[src/rtl/cpu6_ibuf_pkg.sv]
// Shared sizes, canonical NOP and decode-field helpers for the cpu6 instruction buffer.
// Imported by the interface and the buffer so both agree on field widths.
package cpu6_ibuf_pkg;

  localparam int CPU6_OPCODE_SIZE = 7;
  localparam int CPU6_FUNCT3_SIZE = 3;
  localparam int CPU6_FUNCT7_SIZE = 7;
  localparam int CPU6_RS_SIZE     = 5;
  localparam int CPU6_IBUF_DEPTH  = 2;

  // ADDI x0,x0,0: all-zero words decode as illegal, so an empty slot shows this.
  localparam logic [31:0] CPU6_NOP_INSTR = 32'h0000_0013;

  typedef struct packed {
    logic [31:0] pc;
    logic [31:0] instr;
    logic        err;
  } ibuf_entry_t;

  typedef struct packed {
    logic [CPU6_OPCODE_SIZE-1:0] op;
    logic [CPU6_FUNCT3_SIZE-1:0] funct3;
    logic [CPU6_FUNCT7_SIZE-1:0] funct7;
    logic [CPU6_RS_SIZE-1:0]     rs1;
    logic [CPU6_RS_SIZE-1:0]     rs2;
    logic [CPU6_RS_SIZE-1:0]     rd;
  } dec_fields_t;

  function automatic dec_fields_t cpu6_split_instr(input logic [31:0] instr);
    dec_fields_t f;
    f.op     = instr[6:0];
    f.funct3 = instr[14:12];
    f.funct7 = instr[31:25];
    f.rs1    = instr[19:15];
    f.rs2    = instr[24:20];
    f.rd     = instr[11:7];
    return f;
  endfunction

endpackage

[src/rtl/cpu6_ibuf_if.sv]
// Fetch-side and decode-side handshake bundle of the instruction buffer.
// slave = the buffer itself; master = whoever drives fetch and decode (core glue or bench).
interface cpu6_ibuf_if
  import cpu6_ibuf_pkg::*;
#(
  parameter int DEPTH = CPU6_IBUF_DEPTH
);
  localparam int PTR_W = $clog2(DEPTH);

  logic                        flush;
  logic                        ifu_valid;
  logic                        ifu_ready;
  logic [31:0]                 ifu_pc;
  logic [31:0]                 ifu_instr;
  logic                        ifu_err;
  logic                        dec_valid;
  logic                        dec_ready;
  logic [31:0]                 dec_pc;
  logic [31:0]                 dec_instr;
  logic [CPU6_OPCODE_SIZE-1:0] dec_op;
  logic [CPU6_FUNCT3_SIZE-1:0] dec_funct3;
  logic [CPU6_FUNCT7_SIZE-1:0] dec_funct7;
  logic [CPU6_RS_SIZE-1:0]     dec_rs1;
  logic [CPU6_RS_SIZE-1:0]     dec_rs2;
  logic [CPU6_RS_SIZE-1:0]     dec_rd;
  logic                        dec_ferr;
  logic [PTR_W:0]              count;

  modport slave (
    input  flush, ifu_valid, ifu_pc, ifu_instr, ifu_err, dec_ready,
    output ifu_ready, dec_valid, dec_pc, dec_instr, dec_op, dec_funct3, dec_funct7,
           dec_rs1, dec_rs2, dec_rd, dec_ferr, count
  );

  modport master (
    output flush, ifu_valid, ifu_pc, ifu_instr, ifu_err, dec_ready,
    input  ifu_ready, dec_valid, dec_pc, dec_instr, dec_op, dec_funct3, dec_funct7,
           dec_rs1, dec_rs2, dec_rd, dec_ferr, count
  );

endinterface

[src/rtl/cpu6_ibuf.sv]
// cpu6 instruction buffer: DEPTH-entry FIFO between fetch and decode, no bypass path,
// presenting pre-split decode fields and a canonical NOP whenever it holds nothing.
module cpu6_ibuf
  import cpu6_ibuf_pkg::*;
#(
  parameter int DEPTH = CPU6_IBUF_DEPTH
) (
  input logic        clk,
  input logic        reset,
  cpu6_ibuf_if.slave bus
);

  localparam int PTR_W = $clog2(DEPTH);
  localparam logic [PTR_W:0] CNT_FULL = (PTR_W+1)'(DEPTH);
  localparam logic [PTR_W:0] CNT_ONE  = (PTR_W+1)'(1);
  localparam logic [PTR_W-1:0] PTR_ONE = PTR_W'(1);

  logic [PTR_W-1:0] r_wptr;
  logic [PTR_W-1:0] r_rptr;
  logic [PTR_W:0]   r_count;
  logic             r_ifu_ready;
  ibuf_entry_t      r_mem [DEPTH];

  logic [PTR_W-1:0] w_wptr_nxt;
  logic [PTR_W-1:0] w_rptr_nxt;
  logic [PTR_W:0]   w_count_nxt;
  logic             w_empty;
  logic             w_push;
  logic             w_pop;
  ibuf_entry_t      w_head;
  logic [31:0]      w_instr;
  dec_fields_t      w_fields;

  assign w_empty = (r_count == '0);
  // ifu_ready is the registered copy of (count != DEPTH), so a pop never frees a slot same-cycle.
  assign w_push  = bus.ifu_valid & r_ifu_ready & ~bus.flush;
  assign w_pop   = ~w_empty & bus.dec_ready & ~bus.flush;

  always_comb begin
    w_wptr_nxt  = r_wptr;
    w_rptr_nxt  = r_rptr;
    w_count_nxt = r_count;
    if (bus.flush) begin
      w_wptr_nxt  = '0;
      w_rptr_nxt  = '0;
      w_count_nxt = '0;
    end else begin
      if (w_push) w_wptr_nxt = r_wptr + PTR_ONE;
      if (w_pop)  w_rptr_nxt = r_rptr + PTR_ONE;
      unique case ({w_push, w_pop})
        2'b10:   w_count_nxt = r_count + CNT_ONE;
        2'b01:   w_count_nxt = r_count - CNT_ONE;
        default: w_count_nxt = r_count;
      endcase
    end
  end

  // ---- control state: pointers, occupancy, fetch-side ready ----
  always_ff @(posedge clk or posedge reset) begin
    if (reset) begin
      r_wptr      <= '0;
      r_rptr      <= '0;
      r_count     <= '0;
      r_ifu_ready <= 1'b1;
    end else begin
      r_wptr      <= w_wptr_nxt;
      r_rptr      <= w_rptr_nxt;
      r_count     <= w_count_nxt;
      r_ifu_ready <= (w_count_nxt != CNT_FULL);
    end
  end

  // ---- entry storage: data only, contents are meaningless until counted ----
  always_ff @(posedge clk) begin
    if (w_push) begin
      r_mem[r_wptr] <= '{pc: bus.ifu_pc, instr: bus.ifu_instr, err: bus.ifu_err};
    end
  end

  // ---- decode-side view of the head entry ----
  assign w_head   = r_mem[r_rptr];
  assign w_instr  = w_empty ? CPU6_NOP_INSTR : w_head.instr;
  assign w_fields = cpu6_split_instr(w_instr);

  assign bus.ifu_ready  = r_ifu_ready;
  assign bus.count      = r_count;
  assign bus.dec_valid  = ~w_empty;
  assign bus.dec_pc     = w_empty ? 32'h0 : w_head.pc;
  assign bus.dec_ferr   = ~w_empty & w_head.err;
  assign bus.dec_instr  = w_instr;
  assign bus.dec_op     = w_fields.op;
  assign bus.dec_funct3 = w_fields.funct3;
  assign bus.dec_funct7 = w_fields.funct7;
  assign bus.dec_rs1    = w_fields.rs1;
  assign bus.dec_rs2    = w_fields.rs2;
  assign bus.dec_rd     = w_fields.rd;

endmodule
[src/flat_wrapper.sv]
// flat-port wrapper written by rule: the top's interface ports become plain ports
module cpu6_ibuf_flat import cpu6_ibuf_pkg::*;
#(
  parameter int DEPTH = CPU6_IBUF_DEPTH
)
  (clk, reset, bus_flush, bus_ifu_valid, bus_ifu_pc, bus_ifu_instr, bus_ifu_err, bus_dec_ready, bus_ifu_ready, bus_dec_valid, bus_dec_pc, bus_dec_instr, bus_dec_op, bus_dec_funct3, bus_dec_funct7, bus_dec_rs1, bus_dec_rs2, bus_dec_rd, bus_dec_ferr, bus_count);
  cpu6_ibuf_if #(.DEPTH(DEPTH)) bus_i ();
  input logic clk;
  input logic reset;
  input wire logic [$bits(bus_i.flush)-1:0] bus_flush;
  input wire logic [$bits(bus_i.ifu_valid)-1:0] bus_ifu_valid;
  input wire logic [$bits(bus_i.ifu_pc)-1:0] bus_ifu_pc;
  input wire logic [$bits(bus_i.ifu_instr)-1:0] bus_ifu_instr;
  input wire logic [$bits(bus_i.ifu_err)-1:0] bus_ifu_err;
  input wire logic [$bits(bus_i.dec_ready)-1:0] bus_dec_ready;
  output wire logic [$bits(bus_i.ifu_ready)-1:0] bus_ifu_ready;
  output wire logic [$bits(bus_i.dec_valid)-1:0] bus_dec_valid;
  output wire logic [$bits(bus_i.dec_pc)-1:0] bus_dec_pc;
  output wire logic [$bits(bus_i.dec_instr)-1:0] bus_dec_instr;
  output wire logic [$bits(bus_i.dec_op)-1:0] bus_dec_op;
  output wire logic [$bits(bus_i.dec_funct3)-1:0] bus_dec_funct3;
  output wire logic [$bits(bus_i.dec_funct7)-1:0] bus_dec_funct7;
  output wire logic [$bits(bus_i.dec_rs1)-1:0] bus_dec_rs1;
  output wire logic [$bits(bus_i.dec_rs2)-1:0] bus_dec_rs2;
  output wire logic [$bits(bus_i.dec_rd)-1:0] bus_dec_rd;
  output wire logic [$bits(bus_i.dec_ferr)-1:0] bus_dec_ferr;
  output wire logic [$bits(bus_i.count)-1:0] bus_count;
  assign bus_i.flush = bus_flush;
  assign bus_i.ifu_valid = bus_ifu_valid;
  assign bus_i.ifu_pc = bus_ifu_pc;
  assign bus_i.ifu_instr = bus_ifu_instr;
  assign bus_i.ifu_err = bus_ifu_err;
  assign bus_i.dec_ready = bus_dec_ready;
  assign bus_ifu_ready = bus_i.ifu_ready;
  assign bus_dec_valid = bus_i.dec_valid;
  assign bus_dec_pc = bus_i.dec_pc;
  assign bus_dec_instr = bus_i.dec_instr;
  assign bus_dec_op = bus_i.dec_op;
  assign bus_dec_funct3 = bus_i.dec_funct3;
  assign bus_dec_funct7 = bus_i.dec_funct7;
  assign bus_dec_rs1 = bus_i.dec_rs1;
  assign bus_dec_rs2 = bus_i.dec_rs2;
  assign bus_dec_rd = bus_i.dec_rd;
  assign bus_dec_ferr = bus_i.dec_ferr;
  assign bus_count = bus_i.count;
  cpu6_ibuf #(.DEPTH(DEPTH)) u_core (.clk(clk), .reset(reset), .bus(bus_i));
endmodule
[config.mk]
export PLATFORM = sky130hd
export DESIGN_NAME = cpu6_ibuf_flat
export DESIGN_NICKNAME = d
export VERILOG_FILES = /design/src/rtl/cpu6_ibuf_pkg.sv /design/src/rtl/cpu6_ibuf_if.sv /design/src/rtl/cpu6_ibuf.sv /design/src/flat_wrapper.sv
export SDC_FILE = /design/constraint.sdc
export NUM_CORES = 1
export LEC_CHECK = 0
export BUFFER_PORTS_ARGS = -buffer_cell sky130_fd_sc_hd__buf_2
export CAP_MARGIN = 20
export CORE_MARGIN = 10
export CORE_UTILIZATION = 45
export CTS_BUF_LIST = sky130_fd_sc_hd__clkbuf_2 sky130_fd_sc_hd__clkbuf_4 sky130_fd_sc_hd__clkbuf_8
export DETAILED_ROUTE_END_ITERATION = 10
export GPL_ROUTABILITY_DRIVEN = 0
export PLACE_DENSITY = 0.73
export SYNTH_ARGS = -nofsm -noshare
export SYNTH_HDL_FRONTEND = slang
export SYNTH_SLANG_ARGS = --single-unit
[constraint.sdc]
create_clock -name clk -period 7.7 [get_ports clk]
set_input_delay 0.77 -clock clk [delete_from_list [all_inputs] [get_ports clk]]
set_output_delay 0.77 -clock clk [all_outputs]
set_load 0.005 [all_outputs]
==> results of run 1 <==
-- Yosys cell counts, types with 2 or more instances --
| cell type | instances | share of area [%] |
|---|---|---|
| buf_6 | 4 | 0.83 |
| mux2i_1 | 65 | 12 |
| xnor2_1 | 3 | 0.49 |
| nand2_1 | 4 | 0.28 |
| or2_2 | 2 | 0.23 |
| clkbuf_1 | 4 | 0.28 |
| nor2_1 | 67 | 4.7 |
| edfxtp_1 | 130 | 72 |
| buf_4 | 33 | 4.6 |
| o21ai_0 | 2 | 0.19 |
| buf_2 | 5 | 0.46 |
| inv_1 | 3 | 0.21 |
| dfrtp_1 | 4 | 1.9 |
-- worst max-delay path, delay by kind of cell, from the launching register on --
kind / cells / cell delay [ns]
buffers and inverters: 3 / 0.76
DFF: 1 / 0.46
and+or+nand+nor: 2 / 0.68
-- layout make-up --
type                            instances  area (µm²)  area share, %
Clock buffer                           18         241           3.67
Sequential cell                       135        4030           61.4
Inverter                                3        11.3          0.171
Antenna cell                            1        2.50         0.0381
Multi-Input combinational cell        152        1050           16.0
Timing Repair Buffer                  174         893           13.6
Tap cell                              143         179           2.72
Clock inverter                         14         159           2.42
-- sequential cells by signal, summed over array words and instances, names as in the netlist --
name,cells
u_core.r_mem,130
u_core.r_rptr,1
u_core.bus.ifu_ready,1
u_core.r_wptr,1
u_core.bus.count,2
-- power breakdown --
group	internal [mW]	total, mW	switching (mW)
logic	0.0915	0.205	0.114
clock network	0.320	0.578	0.257
registers	0.843	0.862	0.0191
total	1.25	1.64	0.390
-- worst min path at each step --
stage                                               from                            end  slack, ns  cells after the start
after floorplan                                    reset  u_core.bus.count[0]$_DFF_PP0_       0.55                      1
after global placement    u_core.bus.ifu_ready$_DFF_PP1_      u_core.r_wptr$_DFFE_PP0P_       0.64                      3
after detailed placement  u_core.bus.ifu_ready$_DFF_PP1_      u_core.r_wptr$_DFFE_PP0P_       0.67                      3
after CTS                                          reset      u_core.r_rptr$_DFFE_PP0P_       0.21                      2
after global routing                               reset      u_core.r_rptr$_DFFE_PP0P_       0.22                      2
final                                              reset      u_core.r_rptr$_DFFE_PP0P_       0.23                      2
-- layer usage --
layer / vias to the layer above / track usage, % / part of all wire (%)
li1: 1485 / - / -
met1: 1464 / 14.8 / 40
met2: 119 / 21.5 / 50
met3: 9 / 6.00 / 9.0
met4: 0 / 5.09 / 0.91
met5: - / 0 / 0
-- per-stage QoR --
step | cells | utilization [%] | hold WS [ns]
detailed placement | 606 | 53.2 | 0.669
finish | 640 | 56.8 | 0.235
CTS | 638 | 56.6 | 0.206
global placement | 606 | 53.2 | 0.642
global route | 639 | 56.8 | 0.217
floorplan | 336 | - | 0.548
-- cell families after synthesis --
group           Yosys count  synth area share (%)
mux                      65                  12.0
flops                   135                  74.6
xor+xnor                  4                 0.648
compound gates            4                 0.417
simple gates             78                  5.74
fa+ha+maj                 1                 0.231
buf+inv                  49                  6.37
-- layout by cell type (no fill, tap or decap) --
master / n
a21oi_1: 1
a22oi_1: 1
and2b_1: 1
buf_12: 1
buf_2: 170
buf_4: 3
bufinv_16: 3
clkbuf_4: 1
clkbuf_8: 17
clkinv_1: 2
clkinv_2: 4
clkinv_4: 3
clkinvlp_4: 2
dfrtp_1: 3
dfrtp_4: 1
dfstp_2: 1
diode_2: 1
edfxtp_1: 130
ha_1: 1
inv_1: 3
mux2i_1: 65
nand2_1: 4
nor2_1: 65
nor2_4: 3
nor2b_1: 1
nor3_1: 1
o21ai_0: 2
or2_2: 2
or3_1: 1
xnor2_1: 3
xor2_1: 1
==> out/qor.yml, run 1 <==
clocking:
  clock-sinks: 135
  clk_latency_ns: 0.42
  cts_tree: "built"
  cts_buffers: 17
  cts_max_level: 4
  path_clk_slew_ns: 0.07
  hold_buffers: 0
  cts-root-buf: "clkbuf_8"
  post_cts_buffers: 0
  cts_resized: 0
  cts_buffer_depth: 2
layout:
  finalNetCount: 554
  n_fill_cell: 933
  syn_to_final_growth_pct: 21.6
  final_cell_area_mm2: 0.00657
  drive_gt1_share_pct: 42.5
detailed_routing:
  vias_per_cell: 4.81
  firstDrtPassIters: 4
  drcViolationCount: 0
  wl_mm: 11.2
  post_drt_wl_per_cell_um: 17.5
  drtIter0Drc: 213
  drtAntennaViolNets: 0
  dr_total_vias: 3077
sta:
  timing.slew.headroom_pct: 48.0
  slew_violations: 0
  hold_viol: 0
  min_period_ns: 3.12
  max_freq_mhz: 320
  worst_clock_skew_ns: 0.0119
  setup_slack_ns: 4.58
  min_period_over_period_pct: 40.6
  fin_tns_setup_ns: 0
  max_slew.worst_pin.slew_ns: 0.779
  setup_viol: 0
  rsz0062_at_grt: "no"
critical_path:
  crit_path_start: "u_core.bus.count[0]$_DFF_PP0_"
  crit_path_max_incr_delay_ns: 0.58
  crit_arrival_ns: 2.35
  setup.worst_path.end: "bus_dec_instr[0]"
  critPathMaxFanout: 35
  crit_path_cell_trace: "nor2_4 > buf_4 > inv_1 > nand2_1 > buf_2"
  crit_type: "reg -> out"
  rr_startpoint: "u_core.bus.ifu_ready$_DFF_PP1_"
  r2r-end: "u_core.r_mem[1][21]$_DFFE_PP_"
  required_ns: 6.93
  r2r_setup_slack_ns: 5.12
  slowest_stage: "nor2_4"
  r2r_cells: 4
  worstSetupStartpointType: "register"
  cp-end-kind: "output port"
floorplan:
  die_w_um: 130
  num_rows: 39
  design.die.area_mm2: 0.0168
  core_mm2: 0.0116
  io_pins: 171
  start_util_pct: 46.7
  die_y_um: 130
yosys:
  synth.avg_cell_area_um2: 16.1
  synth_edf_count: 130
  yosys_warnings: 0
  syn-num-nets: 407
  syn_inst: 336
  ys_ff_latch: 135
  synthArstFlopShare_pct: 3.70
  netlist_area_mm2: 0.00541
  synth_flop_cell: "edfxtp_1"
  yosysUniqueCellTypes: 23
  ys_seq_area_share_pct: 74.6
global_route:
  grt_pass1_vias: 3367
  grt_pass1_wl_mm: 17.1
  overflow: 0
  track_usage_pct: 13.1
  grt_start_max_net_pins: 67
  antenna_found_initial: 1
outcome:
  outcome: "completed"
power_and_ir_drop:
  p_per_area_mw_per_mm2: 250
  ir_drop_mv: 0.143
  leakage_nw: 2.59
  p_total_mw: 1.64
placed_design:
  post-dp-hpwl_mm: 7.68
  post_dp_cell_area_mm2: 0.00615
  pre_cts_slack_ns: 4.74
  numPortBuffers: 170
min_path:
  worstHoldPathType: "in -> async"
job:
  drv_cap: 0
No activity file was read; power rests on OpenSTA's default activity.
==> inputs of run 2 (changes only) <==
Clock period 7.7 ns to 2.94 ns, I/O delays scaled along.
==> run 2 against run 1 <==
Compared with the run above:
- routed wire length down 0.68%
- power rose to 2.8 times the previous value
- utilization up 1.1 points
- sequential share of layout area down 1.1 points
- sequential power rose to 2.6 times the previous value
- critical path depth down 1
- flip-flop and latch count unchanged
- combinational power rose to 2.7 times the previous value
- worst hold slack worse by 0.18 ns
- clock skew down 0.0062 ns
- global-route usage about the same
- first-iteration DRC count down 22%
==> out/qor.yml, run 2 (synthesis gave the netlist of run 1 again) <==
sta:
  max_slew.worst_pin.slew_ns: 0.581
  rsz0062_at_grt: "no"
  max_freq_mhz: 429
  holdWs_ns: 0.0502
  min_period_ns: 2.33
  slew_violations: 0
  hold_viol: 0
  timing.slew.headroom_pct: 61.2
  setup_slack_ns: 0.607
  min_period_over_period_pct: 79.4
  setup_viol: 0
  worst_clock_skew_ns: 0.00564
power_and_ir_drop:
  internal_power_mw: 3.56
  p_seq_share_pct: 49.1
  p_total_mw: 4.58
  clkPwrFrac_pct: 38.7
  p_per_area_mw_per_mm2: 684
  pwr-share-comb_pct: 12.1
  p_sw_mw: 1.02
  leakage_nw: 2.64
  sw_frac_of_total_pct: 22.3
  ir_drop_mv: 0.423
floorplan:
  die_y_um: 130
  start_util_pct: 46.7
  die_w_um: 130
  num_rows: 39
  core_mm2: 0.0116
  io_pins: 171
  design.die.area_mm2: 0.0168
global_route:
  grt_pass1_vias: 3294
  track_usage_pct: 13.1
  antenna_found_initial: 0
  overflow: 0
  grt_pass1_wl_mm: 16.9
  grt_start_max_net_pins: 66
critical_path:
  required_ns: 2.65
  critPathMaxFanout: 23
  cp-end-kind: "output port"
  worstSetupStartpointType: "register"
  crit_arrival_ns: 2.04
  crit_type: "reg -> out"
layout:
  largest_reg_flops: 130
  final_common_cell: "buf_2"
  syn_to_final_growth_pct: 23.8
  final_cell_mix: "buf_2 (170), edfxtp_1 (130), nor2_1 (65), mux2i_1 (65), clkbuf_8 (17)"
  drive_gt1_share_pct: 42.7
  antenna_cells: 0
  finalNetCount: 556
  regMostFlops: "u_core.r_mem"
detailed_routing:
  vias_per_cell: 4.79
  post_drt_wl_per_cell_um: 17.4
  dr_total_vias: 3065
  firstDrtPassIters: 4
  drtAntennaViolNets: 0
  drtIter0Drc: 167
  wl_mm: 11.1
  drcViolationCount: 0
placed_design:
  pre_cts_slack_ns: 1.04
  numPortBuffers: 170
  post-dp-hpwl_mm: 7.71
clocking:
  path_clk_slew_ns: 0.08
  cts_buffers: 17
  post_cts_buffers: 0
  cts-root-buf: "clkbuf_8"
  cts_resized: 0
  clk_latency_ns: 0.42
  clock-sinks: 135
  cts_tree: "built"
  cts_buffer_depth: 2
  hold_buffers: 1
  cts_max_level: 4
outcome:
  outcome: "completed"
min_path:
  worstHoldPathType: "in -> reg"
job:
  drv_cap: 0
-- run 2: layout make-up --
type                    count  area, µm²
clock inverters            13        229
inverters                   3       11.3
flip-flops and latches    135       4030
fillers                   921       4870
repair buffers            176        948
well taps                 143        179
multi-input cells         152       1050
clock buffers              18        241
-- run 2: metrics by stage --
step | cells | TNS [ns] | cell area [µm²] | util [%]
after global placement | 608 | 0 | 6210 | 53.7
after global routing | 640 | 0 | 6690 | 57.9
after detailed placement | 608 | 0 | 6210 | 53.7
final | 640 | 0 | 6690 | 57.9
after floorplan | 336 | -9.71 | 5410 | -
after CTS | 640 | 0 | 6690 | 57.9
-- run 2: final timing paths --
check                                                from                              to  slack, ns  cells after the start
setup / recovery                u_core.r_rptr$_DFFE_PP0P_                  bus_dec_pc[26]       0.61                      4
hold / removal                             bus_ifu_pc[14]   u_core.r_mem[0][47]$_DFFE_PP_       0.05                      1
setup reg to reg           u_core.bus.ifu_ready$_DFF_PP1_  u_core.bus.ifu_ready$_DFF_PP1_       1.03                      6
hold reg to reg            u_core.bus.ifu_ready$_DFF_PP1_       u_core.r_wptr$_DFFE_PP0P_       0.62                      3
max in group asynchronous                           reset  u_core.bus.ifu_ready$_DFF_PP1_       2.39                      3
min in group asynchronous                           reset       u_core.r_rptr$_DFFE_PP0P_       0.31                      3
-- run 2: routing by layer --
metal  vias up  part of all wire [%]  GRT usage (%)
met4         0                  0.72           4.37
met3         6                   9.2           6.40
met5         -                     0              0
met1      1452                    40           14.5
met2       126                    50           21.7
li1       1481                     -              -
-- run 2: power by group through the flow --
stage                     registers, mW  logic (mW)  clock network, mW
final                              2.25       0.555               1.77
after global placement             2.29       0.563                  0
after detailed placement           2.29       0.571                  0
after global routing               2.26       0.620               1.90
after floorplan                    2.27       0.369                  0
after CTS                          2.25       0.575               1.82
-- run 2: worst max-delay path, cell delays in order (launching register included) --
cell and delay, ns:
dfrtp_4 0.70, buf_4 0.41, mux2i_1 0.29, nor2_1 0.06
buf_2 0.13
